<file path="config.mk">
export PLATFORM = sky130hd
export DESIGN_NAME = and_gate
export DESIGN_NICKNAME = d
export VERILOG_FILES = /design/src/rtl/and_gate.sv
export SDC_FILE = /design/constraint.sdc
export NUM_CORES = 1
export LEC_CHECK = 0
export CORE_UTILIZATION = 49
export DETAILED_ROUTE_END_ITERATION = 6
export PLACE_DENSITY = 0.91
export SYNTH_ARGS = -nofsm -noshare
export SYNTH_HDL_FRONTEND = slang
export SYNTH_SLANG_ARGS = --single-unit
export TNS_END_PERCENT = 30
</file>
<file path="constraint.sdc">
create_clock -name clk -period 5.8 [get_ports clk]
set_clock_uncertainty 0.1 [all_clocks]
set_input_delay 1.16 -clock clk [delete_from_list [all_inputs] [get_ports clk]]
set_output_delay 1.16 -clock clk [all_outputs]
set_load 0.005 [all_outputs]
</file>
<file path="src/rtl/and_gate.sv">
// Bitwise AND with a combinational path, a valid-qualified registered path, and a
// saturating counter of accepted all-ones results.
module and_gate #(
  parameter int unsigned WIDTH = 1,
  parameter int unsigned CNT_W = 16
) (
  input  logic             clk,
  input  logic             rst,
  input  logic [WIDTH-1:0] a,
  input  logic [WIDTH-1:0] b,
  input  logic             in_valid,
  output logic [WIDTH-1:0] y,
  output logic [WIDTH-1:0] y_q,
  output logic             out_valid,
  output logic             all_ones,
  output logic [CNT_W-1:0] match_cnt
);

  logic [WIDTH-1:0] y_d;
  logic             valid_d;
  logic [CNT_W-1:0] cnt_d;
  logic             match;

  // Combinational result, valid during reset as well.
  assign y     = a & b;
  assign match = in_valid & (&y);

  always_comb begin
    y_d     = y_q;
    valid_d = 1'b0;
    cnt_d   = match_cnt;
    if (in_valid) begin
      y_d     = y;
      valid_d = 1'b1;
    end
    // Saturate rather than wrap.
    if (match && (match_cnt != {CNT_W{1'b1}})) begin
      cnt_d = match_cnt + CNT_W'(1);
    end
  end

  // Reset wins over a coincident sample.
  always_ff @(posedge clk) begin
    if (rst) begin
      y_q       <= '0;
      out_valid <= 1'b0;
      match_cnt <= '0;
    end else begin
      y_q       <= y_d;
      out_valid <= valid_d;
      match_cnt <= cnt_d;
    end
  end

  assign all_ones = out_valid & (&y_q);

endmodule

</file>
==> out/results.ini, run 1 <==
[finish]
nets = 135
area_delta_synth_final_pct = 32.54
fill_cells = 135
final_common_cell = clkdlybuf4s50_1
final_cell_mix = clkdlybuf4s50_1, dfxtp_1, a21oi_1
drive_above_1_share = 0.07813
diodes = 0

[die]
die_w_um = 44.85
start_util = 0.5210
dieArea_mm2 = 0.002011
placeableCoreArea_mm2 = 0.001727
io_pins = 25
die_height_um = 44.85
rows = 15

[critical_path]
max_stage_delay_ps = 510
crit_required_ps = 4540
path_max_fanout = 3
path_common_cell = clkdlybuf4s50_1
end_kind = primary output
cpMaxStageDelayCell = clkdlybuf4s50_1
r2r-start = match_cnt[8]$_SDFFE_PP0P_
ff2ff_path_depth = 5
cp.depth = 3
reg2reg_to = match_cnt[4]$_SDFFE_PP0P_
path_buf_inv = 2
rrSetupSlack_ps = 3570
startpoint_type = input port
arrival_ps = 2300
path_delay_family = buffers and inverters
cp_cell_sequence = clkdlybuf4s50_1 -> and2_1 -> clkdlybuf4s50_1
crit_type = input port to primary output

[clocking]
cts_root_buffer = clkbuf_4
cts_buffer_depth = 2
clk_pin_slew_worst_paths_ps = 90
clock_sinks = 18
cts_buffers = 3
postCtsHoldBufs = 0
h-tree-depth = 1
cts_resized = 0
clock_latency_ps = 290
post_cts_buffers = 0
cts_tree = done

[worst_hold_path]
hp-class = register to register
whs_endpoint = y_q$_SDFFE_PP0P_
hp-start = y_q$_SDFFE_PP0P_
min_path_cells = 2

[power]
clkPwrFrac = 0.357
p_per_area_mw_per_mm2 = 178.5
p_seq_frac = 0.589
combPwrFrac = 0.053
p_sw_mw = 0.04380
internal-power_mw = 0.1691
p_leak_nw = 0.3378
irDropWorstVdd_mv = 0.1482
switching_share = 0.2058

[sta]
worst_pin_slew_ps = 816.5
fin_tns_setup_ps = 0
finalHoldViolCount = 0
relSlewSlack = 0.4511
holdWs_ps = 408.1
post-route-period-util = 0.6143
final.setup.worst_slack_ps = 2237
finalCriticalPeriod_ps = 3563
rsz0062_at_grt = false
max_freq_mhz = 280.7
setup_violations = 0
drv_slew = 0

[status]
status = complete, no violations

[placed_design]
dp_hpwl_um = 1540
gp_congestion = 0.7502
place_ws_ps = 2228
io_buffer_count = 24

[logic_synthesis]
avgSynthCellArea_um2 = 8.568
async_reset_ff_frac = 0
syn-num-nets = 111
synth_cell_types = 33
ys_seq_elements = 18
seq_area_frac_synth = 0.4006
syn-instance-count = 105
synthFlopType = dfxtp_1
synth_edf_count = 0
syn-cell-area_um2 = 899.6
ys_warn_count = 0

[routing]
drt-initial-drc-count = 27
post_drt_via_cell_ratio = 6.157
via_count = 942
wl_per_cell_um = 13.54
first_pass_iters = 4
ant_nets = 0
drt-total-wl_um = 2071
drt_drc_violations_left = 0

[global_routing]
grt_pass1_wl_um = 3408
grt_pass1_vias = 825
gr-total-overflow = 0
antenna_found_initial = 0
gr-usage-all-layers = 0.2301
grt_max_degree = 19

[job]
max_cap_violations = 0

[worst min-delay path: cells and delay by family, from the launching register on]
family          cells  cell delay [ps]
compound gates      1               60
flops               1              340
simple gates        1               70
[final cells by class]
class	count	area, um2	share of cell area
Clock buffer	4	36.28	0.03043
Inverter	3	11.26	0.009444
Multi-Input combinational cell	78	505.5	0.4239
Sequential cell	18	360.3	0.3022
Tap cell	25	31.28	0.02623
Timing Repair Buffer	25	247.7	0.2078
[synth_stat cells (3+ instances only)]
cell / count / area share
or4_1: 9 / 0.075
nand4_1: 6 / 0.042
and2_1: 3 / 0.021
nand2_1: 4 / 0.017
o31ai_1: 9 / 0.075
dfxtp_1: 18 / 0.40
or3_1: 3 / 0.021
a21oi_1: 14 / 0.078
nand3_1: 4 / 0.022
inv_1: 3 / 0.013
o21ai_0: 5 / 0.028
[registers in the layout, indices dropped and copies added, names as in the netlist]
| register | count |
|---|---|
| y_q | 1 |
| out_valid | 1 |
| match_cnt | 16 |
[how the worst max path moves through the flow]
stage / endpoint / slack [ps] / startpoint
detailed placement: y / 2230 / a
CTS: y / 2230 / a
finish: y / 2240 / a
global route: y / 2200 / a
floorplan: match_cnt[11]$_SDFFE_PP0P_ / 3150 / a
global placement: y / 2270 / a
[stage by stage]
step / instance area (um2) / power [mW] / instances / utilization
floorplan: 899.6 / 0.1327 / 105 / -
global placement: 1156 / 0.1393 / 149 / 0.6696
detailed placement: 1156 / 0.1398 / 149 / 0.6696
CTS: 1192 / 0.2150 / 153 / 0.6906
global route: 1192 / 0.2218 / 153 / 0.6906
finish: 1192 / 0.2129 / 153 / 0.6906
[metal layers]
metal  vias up  wire length, um  track usage
li1        461                -            -
met1       436              801       0.2544
met2        41             1099       0.4029
met3         4              143      0.07600
met4         0               27      0.09697
met5         -                0            0
[power by group through the flow]
stage                     combinational [mW]  clock, mW  sequential (mW)
after detailed placement              0.0115          0            0.128
after CTS                             0.0115     0.0781            0.125
after global routing                  0.0125     0.0836            0.126
final                                 0.0114     0.0761            0.125
after floorplan                      0.00440          0            0.128
after global placement                0.0111          0            0.128
[cells by family after synthesis]
family,synth area share
compound gates,0.2170
fa+ha+maj,0.01391
buf+inv,0.04451
flops,0.4006
mux,0.01113
simple gates,0.3129
Note: power is estimated with default switching activity, not from simulation.
==> run 2: changes to the inputs <==
--- a/config.mk
+++ b/config.mk
@@ -5,9 +5,9 @@
 export SDC_FILE = /design/constraint.sdc
 export NUM_CORES = 1
 export LEC_CHECK = 0
-export CORE_UTILIZATION = 49
+export CORE_UTILIZATION = 41
 export DETAILED_ROUTE_END_ITERATION = 6
-export PLACE_DENSITY = 0.91
+export PLACE_DENSITY = 0.83
 export SYNTH_ARGS = -nofsm -noshare
 export SYNTH_HDL_FRONTEND = slang
 export SYNTH_SLANG_ARGS = --single-unit
==> constraint.sdc (replaced) <==
create_clock -name clk -period 2.9 [get_ports clk]
set_clock_uncertainty 0.1 [all_clocks]
set_input_delay 0.58 -clock clk [delete_from_list [all_inputs] [get_ports clk]]
set_output_delay 0.58 -clock clk [all_outputs]
set_load 0.005 [all_outputs]
==> run 2 against run 1 <==
  * Sequential power rose by 100%
  * Critical path depth increased by 2
  * Die area is 19% higher
  * Utilization down 9.9 points
  * Hold slack worse by 6.9 ps
  * Setup slack worse by 1800 ps
  * Routed wire length up 6.0%
  * Cell count increased by 2.0%
  * Critical path type is now input port to register
  * Largest cell class unchanged
  * Highest routed layer unchanged
==> out/results.ini, run 2 (synthesis results as in run 1) <==
[power]
p_seq_frac = 0.631  ; +0.042
switching_share = 0.2193  ; +0.01348
internal-power_mw = 0.3105  ; +84%
p_sw_mw = 0.08720  ; +99%
irDropWorstVdd_mv = 0.1610  ; +8.7%
p_leak_nw = 0.3404  ; +0.76%
p_per_area_mw_per_mm2 = 332.5  ; +86%
clkPwrFrac = 0.310  ; -0.047
combPwrFrac = 0.060  ; +0.007

[clocking]
cts_resized = 0  ; unchanged
clock_latency_ps = 280  ; about the same
cts_buffer_depth = 2  ; unchanged
cts_root_buffer = clkbuf_4
post_cts_buffers = 0  ; unchanged
cts_buffers = 3  ; unchanged
clock_sinks = 18  ; unchanged
h-tree-depth = 1  ; unchanged
cts_tree = done
clk_pin_slew_worst_paths_ps = 100  ; about the same
postCtsHoldBufs = 0  ; unchanged

[worst_hold_path]
hp-class = register to register

[sta]
post-route-period-util = 0.8576
drv_slew = 0  ; unchanged
finalHoldViolCount = 0  ; unchanged
max_freq_mhz = 402.1
finalCriticalPeriod_ps = 2487
relSlewSlack = 0.5724  ; +0.1213
fin_tns_setup_ps = 0  ; unchanged
setup_violations = 0  ; unchanged
rsz0062_at_grt = false
worst_pin_slew_ps = 639.4  ; -177.2 ps

[routing]
ant_nets = 0  ; unchanged
drt-initial-drc-count = 27  ; unchanged
via_count = 939  ; -0.32%
drt-total-wl_um = 2195  ; +6.0%
post_drt_via_cell_ratio = 6.019  ; -2.2%
wl_per_cell_um = 14.07  ; +3.9%
drt_drc_violations_left = 0  ; unchanged
first_pass_iters = 4  ; unchanged

[critical_path]
max_stage_delay_ps = 700  ; +190 ps
arrival_ps = 2590  ; +290 ps
cpMaxStageDelayCell = or4_1
end_kind = register
path_common_cell = or4_1
crit_required_ps = 3000  ; -1540 ps
startpoint_type = input port
crit_type = input port to register
cp_cell_sequence = clkdlybuf4s50_1 -> nand3_2 -> or4_1 -> or4_1 -> a21oi_1
path_max_fanout = 10  ; +7

[finish]
diodes = 0  ; unchanged
nets = 137  ; +1.5%
area_delta_synth_final_pct = 32.96
drive_above_1_share = 0.08527  ; +0.007146
final_common_cell = clkdlybuf4s50_1
final_cell_mix = clkdlybuf4s50_1, dfxtp_1, a21oi_1
final_cells = 156  ; +2.0%
largest_reg_flops = 16  ; unchanged
top_regs = match_cnt: 16 flops, out_valid: 1 flops, y_q: 1 flops
largest_register = match_cnt

[placed_design]
dp_hpwl_um = 1598  ; +3.8%
gp_congestion = 0.8404  ; +12%
io_buffer_count = 24  ; unchanged
placedCellCount = 153  ; +2.7%

[status]
status = complete, no violations

[die]
dieArea_mm2 = 0.002385  ; +19%
placeableCoreArea_mm2 = 0.002022  ; +17%
rows = 16  ; +1
start_util = 0.4449  ; -0.07609
die_height_um = 48.84  ; +8.9%
io_pins = 25  ; unchanged
die_w_um = 48.84  ; +8.9%

[job]
max_cap_violations = 0  ; unchanged

[global_routing]
antenna_found_initial = 0  ; unchanged
gr-usage-all-layers = 0.1933  ; -0.03679
grt_pass1_wl_um = 3705  ; +8.7%
gr-total-overflow = 0  ; unchanged
grt_max_degree = 19  ; unchanged
grt_pass1_vias = 815  ; -1.2%

run 2: cell count changes in the layout (fill, tap and decap cells not counted), sizes merged:
cell,before,now
buf,1,3
clkbuf,4,3
run 2: per-stage QoR:
| step | worst slack (ps) | hold WS, ps | util | power [mW] | instance area [um2] |
|---|---|---|---|---|---|
| after floorplan | 830.3 | 374.2 | - | 0.2653 | 899.6 |
| after global placement | 254.6 | 381.8 | 0.5804 | 0.2794 | 1174 |
| after detailed placement | 154.7 | 387.4 | 0.5804 | 0.2800 | 1174 |
| after CTS | 463.8 | 406.2 | 0.5916 | 0.4012 | 1196 |
| after global routing | 380.3 | 433.0 | 0.5916 | 0.4116 | 1196 |
| final | 413.0 | 401.1 | 0.5916 | 0.3977 | 1196 |
run 2: final timing paths:
path                           endpoint                 startpoint  cells after the start  slack (ps)
max          match_cnt[15]$_SDFFE_PP0P_                   in_valid                      5         410
min                    y_q$_SDFFE_PP0P_           y_q$_SDFFE_PP0P_                      2         400
max reg2reg  match_cnt[15]$_SDFFE_PP0P_  match_cnt[2]$_SDFFE_PP0P_                      4         740
min reg2reg            y_q$_SDFFE_PP0P_           y_q$_SDFFE_PP0P_                      2         400
run 2: layout make-up:
class / instances / area [um2]
well taps: 27 / 33.78
repair buffers: 27 / 262.8
fillers: 174 / 825.8
inverters: 3 / 11.26
flip-flops and latches: 18 / 360.3
clock buffers: 3 / 22.52
multi-input cells: 78 / 505.5
run 2: power by group through the flow:
stage	logic, mW	registers (mW)	clock network (mW)
after floorplan	0.00879	0.257	0
after global placement	0.0230	0.256	0
after detailed placement	0.0235	0.256	0
after CTS	0.0237	0.251	0.127
after global routing	0.0255	0.251	0.135
final	0.0237	0.251	0.123
run 2: worst max-delay path, delay by kind of cell:
kind / cells / cell delay [ps]
buffers and inverters: 1 / 520
AO/OA/AOI/OAI: 1 / 190
AND/OR/NAND/NOR: 3 / 1300
run 2: metal layers:
layer,vias to the layer above,global-route usage,share of wire
met5,-,0,0
li1,456,-,-
met3,4,0.02492,0.040
met4,0,0.08824,0.013
met1,446,0.2515,0.45
met2,33,0.3171,0.50
==> run 3: changes to the inputs <==
--- a/config.mk
+++ b/config.mk
@@ -5,9 +5,9 @@
 export SDC_FILE = /design/constraint.sdc
 export NUM_CORES = 1
 export LEC_CHECK = 0
-export CORE_UTILIZATION = 41
+export CORE_UTILIZATION = 40
 export DETAILED_ROUTE_END_ITERATION = 6
-export PLACE_DENSITY = 0.83
+export PLACE_DENSITY = 0.81
 export SYNTH_ARGS = -nofsm -noshare
 export SYNTH_HDL_FRONTEND = slang
 export SYNTH_SLANG_ARGS = --single-unit
==> run 3 against run 2 <==
  * Register-to-register slack better by 80 ps
  * Utilization is 0.58 points lower
  * Largest cell class unchanged
  * Maximum frequency shrank 0.48%
  * Largest power group unchanged
==> out/results.ini, run 3 (synthesis results as in run 1) <==
[clocking]
h-tree-depth = 1  ; unchanged
cts_resized = 0  ; unchanged
clk_pin_slew_worst_paths_ps = 90  ; about the same
cts_buffers = 3  ; unchanged
post_cts_buffers = 0  ; unchanged
clock_sinks = 18  ; unchanged
postCtsHoldBufs = 0  ; unchanged
cts_tree = done
cts_buffer_depth = 2  ; unchanged
clock_latency_ps = 290  ; about the same
cts_root_buffer = clkbuf_4

[finish]
fill_cells = 185  ; +6.3%
top_regs = match_cnt: 16 flops, out_valid: 1 flops, y_q: 1 flops
diodes = 0  ; unchanged
largest_reg_flops = 16  ; unchanged
post-route-util = 0.5858  ; -0.005800
final_common_cell = clkdlybuf4s50_1
regArea_um2 = 360.3  ; unchanged
largest_register = match_cnt
nets = 137  ; unchanged
area_delta_synth_final_pct = 32.96  ; unchanged
drive_above_1_share = 0.08527  ; unchanged
final_cell_mix = clkdlybuf4s50_1, dfxtp_1, a21oi_1
multiInputGateArea_um2 = 505.5  ; unchanged

[critical_path]
cp_cell_sequence = clkdlybuf4s50_1 -> nand3_2 -> or4_1 -> or4_1 -> a21oi_1
path_max_fanout = 10  ; unchanged
max_stage_delay_ps = 690  ; about the same
end_kind = register
crit_type = input port to register
arrival_ps = 2600  ; about the same
startpoint_type = input port
path_common_cell = or4_1
crit_required_ps = 3000  ; about the same
cpMaxStageDelayCell = or4_1

[sta]
fin_tns_setup_ps = 0  ; unchanged
relSlewSlack = 0.5536  ; -0.01885
holdWs_ps = 422.8  ; +21.65 ps
finalCriticalPeriod_ps = 2499  ; +12.00 ps
worst_pin_slew_ps = 667.5  ; +28.18 ps
max_freq_mhz = 400.2  ; -0.48%
drv_slew = 0  ; unchanged
rsz0062_at_grt = false
post-route-period-util = 0.8617  ; +0.004139
setup_violations = 0  ; unchanged
finalHoldViolCount = 0  ; unchanged
final.setup.worst_slack_ps = 401.0  ; -12.00 ps

[placed_design]
place_ws_ps = 157.1  ; +2.441 ps
io_buffer_count = 24  ; unchanged
gp_congestion = 0.8092  ; -3.7%
dp_hpwl_um = 1570  ; -1.7%

[power]
p_per_area_mw_per_mm2 = 327.9  ; -1.4%
fin_total_pwr_mw = 0.3922  ; -1.4%
irDropWorstVdd_mv = 0.2998  ; +86%
p_leak_nw = 0.3404  ; unchanged

[die]
placeableCoreArea_mm2 = 0.002042  ; +0.99%
rows = 16  ; unchanged
dieArea_mm2 = 0.002443  ; +2.4%
io_pins = 25  ; unchanged
die_w_um = 49.43  ; +1.2%
die_height_um = 49.43  ; +1.2%
start_util = 0.4406  ; -0.004362

[routing]
drt-initial-drc-count = 26  ; -3.7%
wl_per_cell_um = 13.72  ; -2.5%
ant_nets = 0  ; unchanged
post_drt_via_cell_ratio = 5.814  ; -3.4%
via_count = 907  ; -3.4%
drt-total-wl_um = 2140  ; -2.5%
first_pass_iters = 4  ; unchanged
drt_drc_violations_left = 0  ; unchanged

[global_routing]
gr-usage-all-layers = 0.1864  ; -0.006908
grt_max_degree = 19  ; unchanged
grt_pass1_vias = 812  ; -0.37%
gr-total-overflow = 0  ; unchanged
grt_pass1_wl_um = 3560  ; -3.9%
antenna_found_initial = 0  ; unchanged

[worst_hold_path]
hp-class = register to register

[job]
max_cap_violations = 0  ; unchanged

[status]
status = complete, no violations

[run 3: cell counts in the layout (fill, tap and decap cells not counted)]
Identical to the previous run, type by type.
[run 3: per-stage QoR]
step | instance area (um2) | instances
after floorplan | 899.6 | 105
after global placement | 1174 | 153
after detailed placement | 1174 | 153
after CTS | 1196 | 156
after global routing | 1196 | 156
final | 1196 | 156
[run 3: worst paths after layout]
check / startpoint / endpoint / slack (ps) / depth (start not counted)
setup / recovery: in_valid / match_cnt[15]$_SDFFE_PP0P_ / 400 / 5
hold / removal: y_q$_SDFFE_PP0P_ / y_q$_SDFFE_PP0P_ / 420 / 2
setup reg to reg: match_cnt[3]$_SDFFE_PP0P_ / match_cnt[15]$_SDFFE_PP0P_ / 820 / 4
hold reg to reg: y_q$_SDFFE_PP0P_ / y_q$_SDFFE_PP0P_ / 420 / 2
[run 3: area by class of cell]
class | instances | share of cell area
Clock buffer | 3 | 0.01883
Multi-Input combinational cell | 78 | 0.4226
Tap cell | 27 | 0.02824
Timing Repair Buffer | 27 | 0.2197
Sequential cell | 18 | 0.3013
Inverter | 3 | 0.009414
[run 3: where the power goes]
group / switching (mW) / total [mW] / internal [mW]
registers: 0.00165 / 0.251 / 0.249
logic: 0.0111 / 0.0242 / 0.0131
clock network: 0.0690 / 0.117 / 0.0483
[run 3: per-layer routing]
| metal | up-vias | global-route usage | part of all wire |
|---|---|---|---|
| li1 | 463 | - | - |
| met1 | 423 | 0.2439 | 0.49 |
| met2 | 21 | 0.3014 | 0.47 |
| met3 | 0 | 0.05607 | 0.043 |
| met4 | 0 | 0.03810 | 0 |
| met5 | - | 0 | 0 |
[run 3: worst max-delay path: cells and delay by family]
kind                   cells  cell delay [ps]
and+or+nand+nor            3             1310
buffers and inverters      1              540
AOI/OAI and AO/OA          1              170
